### src/rtl/serial_frame_tx.sv
// Framed serial transmitter: preamble, then data MSB-first, then a zero gap.
// Words are accepted through a valid/ready handshake, one frame at a time.
`timescale 1ns/1ps

module serial_frame_tx #(
  parameter int               DATA_W     = 8,
  parameter int               PRE_W      = 3,
  parameter logic [PRE_W-1:0] PREAMBLE   = 3'b110,
  parameter int               GAP_CYCLES = 2
) (
  input  logic              clk,
  input  logic              reset,
  input  logic              in_valid,
  input  logic [DATA_W-1:0] in_data,
  output logic              in_ready,
  output logic              out,
  output logic              out_valid,
  output logic              frame_done
);

  localparam int MAX_A   = (PRE_W > DATA_W) ? PRE_W : DATA_W;
  localparam int MAX_B   = (MAX_A > GAP_CYCLES) ? MAX_A : GAP_CYCLES;
  localparam int MAX_LEN = (MAX_B > 1) ? MAX_B : 1;
  localparam int CNT_W   = $clog2(MAX_LEN) + 1;

  localparam logic [CNT_W-1:0] PRE_LAST  = CNT_W'(PRE_W - 1);
  localparam logic [CNT_W-1:0] DATA_LAST = CNT_W'(DATA_W - 1);
  localparam logic [CNT_W-1:0] GAP_LAST  = CNT_W'((GAP_CYCLES > 0) ? GAP_CYCLES - 1 : 0);

  typedef enum logic [1:0] {
    IDLE,
    PRE,
    DATA,
    GAP
  } state_t;

  state_t              r_state;
  logic [CNT_W-1:0]    r_cnt;
  logic [DATA_W-1:0]   r_shift;
  logic [PRE_W-1:0]    r_pre;
  logic                r_out;
  logic                r_outValid;
  logic                r_frameDone;

  state_t              w_stateNext;
  logic [CNT_W-1:0]    w_cntNext;
  logic [DATA_W-1:0]   w_shiftNext;
  logic [PRE_W-1:0]    w_preNext;
  logic                w_outNext;
  logic                w_outValidNext;
  logic                w_frameDoneNext;
  logic                w_accept;

  assign in_ready   = (r_state == IDLE);
  assign w_accept   = in_valid & in_ready;
  assign out        = r_out;
  assign out_valid  = r_outValid;
  assign frame_done = r_frameDone;

  always_ff @(posedge clk or posedge reset) begin
    if (reset) begin
      r_state     <= IDLE;
      r_cnt       <= '0;
      r_shift     <= '0;
      r_pre       <= '0;
      r_out       <= 1'b0;
      r_outValid  <= 1'b0;
      r_frameDone <= 1'b0;
    end else begin
      r_state     <= w_stateNext;
      r_cnt       <= w_cntNext;
      r_shift     <= w_shiftNext;
      r_pre       <= w_preNext;
      r_out       <= w_outNext;
      r_outValid  <= w_outValidNext;
      r_frameDone <= w_frameDoneNext;
    end
  end

  // Counter holds the number of cycles already spent in the current state.
  always_comb begin
    w_stateNext = r_state;
    w_cntNext   = r_cnt;
    case (r_state)
      IDLE: begin
        if (w_accept) begin
          w_stateNext = PRE;
          w_cntNext   = '0;
        end
      end
      PRE: begin
        if (r_cnt == PRE_LAST) begin
          w_stateNext = DATA;
          w_cntNext   = '0;
        end else begin
          w_cntNext = r_cnt + 1'b1;
        end
      end
      DATA: begin
        if (r_cnt == DATA_LAST) begin
          w_stateNext = (GAP_CYCLES > 0) ? GAP : IDLE;
          w_cntNext   = '0;
        end else begin
          w_cntNext = r_cnt + 1'b1;
        end
      end
      GAP: begin
        if (r_cnt == GAP_LAST) begin
          w_stateNext = IDLE;
          w_cntNext   = '0;
        end else begin
          w_cntNext = r_cnt + 1'b1;
        end
      end
      default: begin
        w_stateNext = IDLE;
        w_cntNext   = '0;
      end
    endcase
  end

  // Outputs are registered from the upcoming state so the first preamble bit
  // appears on the acceptance edge itself.
  always_comb begin
    w_outNext       = 1'b0;
    w_outValidNext  = 1'b0;
    w_frameDoneNext = 1'b0;
    w_shiftNext     = r_shift;
    w_preNext       = r_pre;
    case (w_stateNext)
      PRE: begin
        w_outValidNext = 1'b1;
        if (r_state == IDLE) begin
          w_outNext   = PREAMBLE[PRE_W-1];
          w_preNext   = PREAMBLE << 1;
          w_shiftNext = in_data;
        end else begin
          w_outNext = r_pre[PRE_W-1];
          w_preNext = r_pre << 1;
        end
      end
      DATA: begin
        w_outValidNext  = 1'b1;
        w_outNext       = r_shift[DATA_W-1];
        w_shiftNext     = r_shift << 1;
        w_frameDoneNext = (w_cntNext == DATA_LAST);
      end
      default: begin
        w_outNext = 1'b0;
      end
    endcase
  end

endmodule
### config.mk
export PLATFORM = sky130hd
export DESIGN_NAME = serial_frame_tx
export DESIGN_NICKNAME = d
export VERILOG_FILES = /design/src/rtl/serial_frame_tx.sv
export SDC_FILE = /design/constraint.sdc
export NUM_CORES = 1
export LEC_CHECK = 0
export CORE_MARGIN = 2
export CORE_UTILIZATION = 50
export DETAILED_ROUTE_END_ITERATION = 8
export HOLD_SLACK_MARGIN = 0.12
export PLACE_DENSITY = 0.76
export REMOVE_ABC_BUFFERS = 1
export SYNTH_ARGS = -nofsm -noshare
export SYNTH_HDL_FRONTEND = slang
export SYNTH_SLANG_ARGS = --single-unit
export TNS_END_PERCENT = 5
### constraint.sdc
create_clock -name clk -period 2.8 [get_ports clk]
set_clock_uncertainty 0.2 [all_clocks]
set_input_delay 0.56 -clock clk [delete_from_list [all_inputs] [get_ports clk]]
set_output_delay 0.56 -clock clk [all_outputs]
set_load 0.005 [all_outputs]
==> impl_metrics.json, run 1 <==
{
  "outcome": "complete, no violations",
  "worstPathRequired_ns": 2.04,
  "fin_cells": 149,
  "grt-ovfl-total": 0,
  "grt_usage": 0.164,
  "core_area_mm2": 0.00196,
  "slew_headroom": 0.563,
  "arrival_ns": 1.87,
  "netlist_top_cells_area": "dfrtp_1, mux2i_1, ha_1, o21ai_0, nand2_1",
  "worst_hold_slack_ns": 0.292,
  "initial_core_util": 0.527,
  "clock-sinks": 18,
  "io_pins": 15,
  "root_buffer": "clkbuf_4",
  "synth.top_cell.area_share": 0.436,
  "drive_above_1_share": 0.123,
  "fmax_mhz": 380,
  "die_area_mm2": 0.00245,
  "fin_ws_ns": 0.168,
  "place_ws_ns": 0.164,
  "synth-seq-area-share": 0.436,
  "syn_avg_cell_area_um2": 9.75,
  "cts_max_level": 1,
  "grt_max_degree": 19,
  "cts_buffer_depth": 2,
  "drv_slew": 0,
  "viasPerCell": 5.35,
  "post-route-period-util": 0.940,
  "grt_setup_unrepaired": "no",
  "finalNetCount": 139,
  "drt_iter0_drc": 7,
  "r2r_end": "frame_done$_DFF_PP0_",
  "wl_per_cell_um": 12.4,
  "cp-startpoint": "r_state[1]$_DFF_PP0_",
  "worstHoldPathType": "reg2reg",
  "wl_mm": 1.85,
  "hold_path_end": "r_shift[0]$_DFFE_PP0P_",
  "synth_warnings": 0,
  "netlist_area_mm2": 0.00103,
  "ys_ff_latch": 18,
  "antenna_found_initial": 0,
  "cap_violations": 0,
  "power.leakage_nw": 0.567,
  "gp_congestion": 0.762,
  "min-delay-start": "r_shift[0]$_DFFE_PP0P_",
  "setup_violations": 0,
  "synth_edf_count": 0,
  "fin_util": 0.623,
  "dp_hpwl_mm": 1.41,
  "io_buffer_count": 14,
  "vias": 797,
  "totalNegativeSetupSlack_ns": 0,
  "drtAntennaViolNets": 0,
  "die_y_um": 49.5,
  "cts_setup_buffers": 0,
  "period_minus_slack_ns": 2.63,
  "grt_pass1_wl_mm": 3.05,
  "tritoncts": "built",
  "synthTopCellsByCount": "dfrtp_1, nand2_1, o21ai_0, inv_1, mux2i_1",
  "die_w_um": 49.5,
  "ys_types": 32,
  "clk_latency_ns": 0.29,
  "synth_cells": 106,
  "drcViolationCount": 0,
  "powerDensity_mw_per_mm2": 1030,
  "worstHoldPathCells": 2,
  "clkTransAtPathRegs_ns": 0.09,
  "cts_made_buffers": 3,
  "drt_first_pass_iters": 4,
  "crit_type": "reg2out",
  "async_flop_share": 1.00,
  "peakVddDrop_uv": 683,
  "start_kind": "flop",
  "yosys.area.top_type": "dfrtp_1",
  "synth-main-ff-cell": "dfrtp_1",
  "placed_cells": 145,
  "syn2layout_area_growth_pct": 18.3,
  "reg2reg_depth": 10,
  "end_kind": "output port",
  "worst_pin_slew_ns": 0.655,
  "grt_pass1_vias": 762,
  "reg2reg_slack_ns": 0.32,
  "diodes": 0,
  "cts_resized": 0,
  "crit_fanout": 10,
  "ctsHoldBuffers": 0,
  "r2r_start": "r_cnt[1]$_DFF_PP0_",
  "yosysMostFrequentCell": "dfrtp_1",
  "hold_viol": 0,
  "num_rows": 16
}
==> critical path, stage by stage, from the launching register on <==
cell and delay (ns):
dfrtp_1 0.49, or2_2 0.37, inv_1 0.18, clkdlybuf4s50_1 0.54
==> layout make-up <==
class | instances | area (um2)
fill | 182 | 739
multi-input combinational | 74 | 505
sequential | 18 | 450
timing repair buffer | 17 | 163
clock buffer | 4 | 36.3
inverter | 9 | 33.8
tap | 27 | 33.8
==> worst max path at each step <==
stage	to	slack [ns]	cells after the start
finish	in_ready	0.17	3
global route	in_ready	0.05	3
CTS	in_ready	0.17	3
detailed placement	r_shift[6]$_DFFE_PP0P_	0.16	10
global placement	r_shift[7]$_DFFE_PP0P_	0.20	10
floorplan	r_shift[1]$_DFFE_PP0P_	0.08	9
==> through the flow <==
step           instance area [um2]  power (mW)
2_1_floorplan                  990       0.905
3_3_place_gp                  1190        1.09
3_5_place_dp                  1190        1.11
4_1_cts                       1220        1.27
5_1_grt                       1220        1.36
6_report                      1220        1.26
==> power by group <==
part	switching [mW]	total [mW]	internal, mW	leakage, nW
Clock	0.0759	0.155	0.0793	0.0210
Sequential	0.115	0.489	0.373	0.224
Combinational	0.308	0.613	0.305	0.322
==> cell families after synthesis <==
group,after synthesis,synth area share
adder cells (fa/ha/maj),5,0.0605
XOR/XNOR,1,0.00848
multiplexers,9,0.0884
AO/OA/AOI/OAI,27,0.172
buffers and inverters,14,0.0751
flip-flops,18,0.436
AND/OR/NAND/NOR,32,0.160
==> cells in the final DEF (no fill, tap or decap), types with 2 or more instances in the layout <==
cell	instances
or2_2	2
clkbuf_4	3
clkdlybuf4s50_1	14
inv_1	9
a21oi_1	4
mux2i_1	8
ha_1	5
dfrtp_1	18
nor3_1	2
a31oi_1	2
nor2b_1	2
nand2_1	14
buf_4	3
o21ai_0	11
nor2_1	5
a211o_2	2
==> state kept, by name (all words and copies together), names as in the netlist <==
name        flops
frame_done      1
out             1
out_valid       1
r_cnt           4
r_pre           1
r_shift         8
r_state         2
==> per-layer routing <==
layer | vias to the layer above | track usage | share of wire
met3 | 5 | 0.0182 | 0.036
met2 | 20 | 0.286 | 0.48
met1 | 367 | 0.190 | 0.46
met4 | 0 | 0.111 | 0.024
li1 | 405 | - | -
met5 | - | 0 | 0
(Power assumes the default switching activity.)
==> run 2, diff against run 1 <==
Settings changed: CORE_MARGIN 2 to 5.
==> run 2 against run 1 <==
- sequential power about the same
- count of clock-buffer cells in the layout unchanged
- maximum frequency down 0.61%
- global-route usage down 3.2 points
- critical path depth unchanged
- clock power about the same
- combinational power about the same
- register-to-register slack about the same
- sequential share of layout area unchanged
- core utilization unchanged
- design area unchanged
- die area up 26%
- critical path type unchanged
==> impl_metrics.json, run 2 (synthesis gave the netlist of run 1 again) <==
{
  "outcome": "complete, no violations",
  "grt_pass1_vias": 787,
  "busiest_layer": "met2",
  "antenna_found_initial": 0,
  "wl_mm": 1.85,
  "grt_setup_unrepaired": "no",
  "grt-ovfl-total": 0,
  "diodes": 0,
  "num_rows": 16,
  "io_pins": 15,
  "tritoncts": "built",
  "drive_above_1_share": 0.123,
  "period_minus_slack_ns": 2.65,
  "root_buffer": "clkbuf_4",
  "fmax_mhz": 378,
  "worst_pin_slew_ns": 0.635,
  "power.leakage_nw": 0.567,
  "cap_violations": 0,
  "drt_iter0_drc": 16,
  "post-route-period-util": 0.946,
  "reg2reg_depth": 10,
  "cts_max_level": 1,
  "die_area_mm2": 0.00308,
  "fin_ws_ns": 0.151,
  "initial_core_util": 0.527,
  "largest_register_ff_count": 8,
  "setup_violations": 0,
  "r2r_end": "frame_done$_DFF_PP0_",
  "cts_made_buffers": 3,
  "largest_register": "r_shift",
  "start_kind": "flop",
  "gp_congestion": 0.800,
  "cts_buffer_depth": 2,
  "final_common_cell": "dfrtp_1",
  "drcViolationCount": 0,
  "syn2layout_area_growth_pct": 18.3,
  "ctsHoldBuffers": 0,
  "peakVddDrop_uv": 650,
  "vias": 779,
  "hold_viol": 0,
  "clock-sinks": 18,
  "io_buffer_count": 14,
  "crit_fanout": 12,
  "reg2reg_slack_ns": 0.32,
  "clk_latency_ns": 0.29,
  "totalNegativeSetupSlack_ns": 0,
  "crit_type": "reg2out",
  "hold_path_end": "r_shift[0]$_DFFE_PP0P_",
  "cts_resized": 0,
  "r2r_start": "r_cnt[1]$_DFF_PP0_",
  "min-delay-start": "r_shift[0]$_DFFE_PP0P_",
  "die_y_um": 55.5,
  "final_cell_mix": "dfrtp_1, nand2_1, clkdlybuf4s50_1, o21ai_0, inv_1",
  "worstHoldPathType": "reg2reg",
  "viasPerCell": 5.23,
  "grt_usage": 0.132,
  "clkTransAtPathRegs_ns": 0.09,
  "die_w_um": 55.5,
  "powerDensity_mw_per_mm2": 1030,
  "slew_headroom": 0.576,
  "grt_pass1_wl_mm": 3.33,
  "finalNetCount": 139,
  "place_ws_ns": 0.147,
  "worstHoldPathCells": 2,
  "drv_slew": 0,
  "grt_max_degree": 19,
  "reg_top3": "r_shift: 8 flops, r_cnt: 4 flops, r_state: 2 flops",
  "wl_per_cell_um": 12.4,
  "core_area_mm2": 0.00196,
  "drt_first_pass_iters": 4,
  "met2_usage": 0.209,
  "worstPathRequired_ns": 2.04,
  "cts_setup_buffers": 0,
  "arrival_ns": 1.89,
  "use_met1": 0.173,
  "end_kind": "output port",
  "fin_util": 0.623,
  "dp_hpwl_mm": 1.44,
  "cp-startpoint": "r_state[0]$_DFF_PP0_",
  "grtUsageMet3": 0.0233,
  "drtAntennaViolNets": 0,
  "worst_hold_slack_ns": 0.289
}
## run 2: cell counts in the layout (fill, tap and decap cells not counted)
No cell type changed its count.
## run 2: critical path: stages, from the launching register on
cell and delay (ns):
dfrtp_1 0.50, or2_2 0.37, inv_1 0.18, clkdlybuf4s50_1 0.54
## run 2: cell type report
type                    count  area [um2]
fillers                   185         739
multi-input cells          74         505
flip-flops and latches     18         450
repair buffers             17         163
clock buffers               4        36.3
inverters                   9        33.8
well taps                  27        33.8
## run 2: stage by stage
stage	std cells	power (mW)	cell area, um2
6_report	149	1.26	1220
5_1_grt	149	1.38	1220
4_1_cts	149	1.26	1220
2_1_floorplan	101	0.905	990
3_5_place_dp	145	1.11	1190
3_3_place_gp	145	1.08	1190
## run 2: worst max-delay path by stage
stage	end	slack, ns	cells after the start
2_1_floorplan	r_shift[1]$_DFFE_PP0P_	0.08	9
3_3_place_gp	r_shift[3]$_DFFE_PP0P_	0.20	10
3_5_place_dp	r_shift[5]$_DFFE_PP0P_	0.15	10
4_1_cts	in_ready	0.16	3
5_1_grt	in_ready	0.06	3
6_report	in_ready	0.15	3
## run 2: where the power goes
group | leakage (nW) | switching (mW) | internal (mW) | total, mW
Sequential | 0.224 | 0.115 | 0.374 | 0.489
Combinational | 0.322 | 0.307 | 0.305 | 0.612
Clock | 0.0210 | 0.0756 | 0.0793 | 0.155
## run 2: metal layers
layer	part of all wire	vias up
li1	-	400
met1	0.49	351
met2	0.46	24
met3	0.033	4
met4	0.017	0
met5	0	-
==> run 3, diff against run 2 <==
Settings changed: CELL_PAD_IN_SITES_DETAIL_PLACEMENT set to 1, CELL_PAD_IN_SITES_GLOBAL_PLACEMENT set to 1, CORE_UTILIZATION 50 to 40, PLACE_DENSITY 0.76 to 0.78, SLEW_MARGIN set to 10.
==> run 3 against run 2 <==
- power grew 1.3%
- via count up 3.2%
- count of clock-buffer cells in the layout did not move
- critical path type unchanged
- register-to-register slack got worse by 0.03 ns
- critical path depth unchanged
- core utilization decreased by 13 points
- combinational power rose by 3%
- worst setup slack about the same
- sequential power barely moved
- worst hold slack improved by 0.0063 ns
- global-route usage grew 0.49 points
- wire length grew 16%
==> impl_metrics.json, run 3 (synthesis gave the netlist of run 1 again) <==
{
  "clock-sinks": 18,
  "clk_latency_ns": 0.28,
  "grt_pass1_vias": 886,
  "powerDensity_mw_per_mm2": 1040,
  "drt_iter0_drc": 16,
  "worstPathRequired_ns": 2.04,
  "vias": 804,
  "grt-ovfl-total": 0,
  "critPathMaxStageDelay_ns": 0.54,
  "largest_register_ff_count": 8,
  "largest_register": "r_shift",
  "peakVddDrop_uv": 447,
  "worstHoldPathCells": 2,
  "final_common_cell": "dfrtp_1",
  "worst_hold_slack_ns": 0.295,
  "power_mw": 1.27,
  "crit_fanout": 12,
  "placed_cells": 148,
  "slew_headroom": 0.549,
  "reg_top3": "r_shift: 8 flops, r_cnt: 4 flops, r_state: 2 flops",
  "reg2reg_depth": 10,
  "cts_buffer_depth": 2,
  "drtAntennaViolNets": 0,
  "fmax_mhz": 378,
  "antenna_found_initial": 0,
  "r2r_start": "r_cnt[1]$_DFF_PP0_",
  "grt_setup_unrepaired": "no",
  "clkTransAtPathRegs_ns": 0.10,
  "tritoncts": "built",
  "io_pins": 15,
  "hold_path_end": "r_shift[0]$_DFFE_PP0P_",
  "num_rows": 18,
  "worstHoldPathType": "reg2reg",
  "wl_per_cell_um": 14.1,
  "diodes": 0,
  "final_cell_mix": "dfrtp_1, nand2_1, clkdlybuf4s50_1, o21ai_0, inv_1",
  "post-route-period-util": 0.946,
  "viasPerCell": 5.29,
  "cts_max_level": 1,
  "cap_violations": 0,
  "swShare": 0.404,
  "place_ws_ns": 0.112,
  "outcome": "complete, no violations",
  "die_area_mm2": 0.00370,
  "worst_pin_slew_ns": 0.676,
  "cts_setup_buffers": 0,
  "combPwrFrac": 0.494,
  "min-delay-start": "r_shift[0]$_DFFE_PP0P_",
  "drcViolationCount": 0,
  "crit_type": "reg2out",
  "grt_max_degree": 19,
  "internal_power_uw": 758,
  "finalNetCount": 139,
  "io_buffer_count": 14,
  "end_kind": "output port",
  "clockPowerShare": 0.121,
  "wl_mm": 2.15,
  "pwr-share-seq": 0.385,
  "ctsHoldBuffers": 0,
  "crit_chain": "or2_2 -> inv_1 -> clkdlybuf4s50_1",
  "period_minus_slack_ns": 2.65,
  "gp_congestion": 0.817,
  "totalNegativeSetupSlack_ns": 0,
  "fin_ws_ns": 0.152,
  "dp_hpwl_mm": 1.68,
  "syn2layout_area_growth_pct": 18.6,
  "arrival_ns": 1.89,
  "critPathSlowestCell": "clkdlybuf4s50_1",
  "reg2reg_slack_ns": 0.29,
  "core_area_mm2": 0.00248,
  "root_buffer": "clkbuf_4",
  "die_w_um": 60.8,
  "drt_first_pass_iters": 4,
  "fin_cells": 152,
  "die_y_um": 60.8,
  "drv_slew": 0,
  "cts_made_buffers": 3,
  "start_kind": "flop",
  "grt_usage": 0.137,
  "r2r_end": "frame_done$_DFF_PP0_",
  "cts_resized": 0,
  "grt_pass1_wl_mm": 3.86,
  "setup_violations": 0,
  "power.leakage_nw": 0.567,
  "initial_core_util": 0.417,
  "hold_viol": 0,
  "net-switching-power_uw": 514,
  "drive_above_1_share": 0.123
}
[run 3: cell counts in the layout (fill, tap and decap cells not counted)]
No cell type changed its count.
[run 3: worst max-delay path: cells and delay by family, from the launching register on]
family | cells | cell delay, ns
flops | 1 | 0.52
simple gates | 1 | 0.37
buf+inv | 2 | 0.71
[run 3: metal layers]
metal  wire [um]  share of wire  vias up  global-route usage
li1            -              -      401                   -
met1         952           0.44      386               0.175
met2        1090           0.51       15               0.238
met3          82          0.038        2              0.0277
met4          24          0.011        0              0.0310
met5           0              0        -                   0
[run 3: how the worst max path moves through the flow]
stage	start	endpoint	slack, ns	cells past startpoint
4_1_cts	r_state[0]$_DFF_PP0_	in_ready	0.15	3
6_report	r_state[0]$_DFF_PP0_	in_ready	0.15	3
3_3_place_gp	in_valid	r_shift[7]$_DFFE_PP0P_	0.20	10
2_1_floorplan	r_cnt[1]$_DFF_PP0_	r_shift[1]$_DFFE_PP0P_	0.08	9
3_5_place_dp	in_valid	r_shift[4]$_DFFE_PP0P_	0.11	11
5_1_grt	r_state[0]$_DFF_PP0_	in_ready	0.03	3
[run 3: area by class of cell]
class | instances | area [um2]
clock buffers | 4 | 36.3
fillers | 311 | 1250
inverters | 9 | 33.8
multi-input cells | 74 | 505
flip-flops and latches | 18 | 450
well taps | 30 | 37.5
repair buffers | 17 | 163
[run 3: power groups by stage]
stage                     clock network [mW]  logic [mW]  registers (mW)
after floorplan                            0       0.442           0.464
after global placement                     0       0.606           0.490
after detailed placement                   0       0.638           0.496
after CTS                              0.161       0.642           0.490
after global routing                   0.175       0.717           0.510
final                                  0.155       0.628           0.490
[run 3: per-stage QoR]
stage | area, um2 | utilization
after floorplan | 990 | -
after global placement | 1190 | 0.480
after detailed placement | 1190 | 0.480
after CTS | 1230 | 0.495
after global routing | 1230 | 0.495
final | 1230 | 0.495
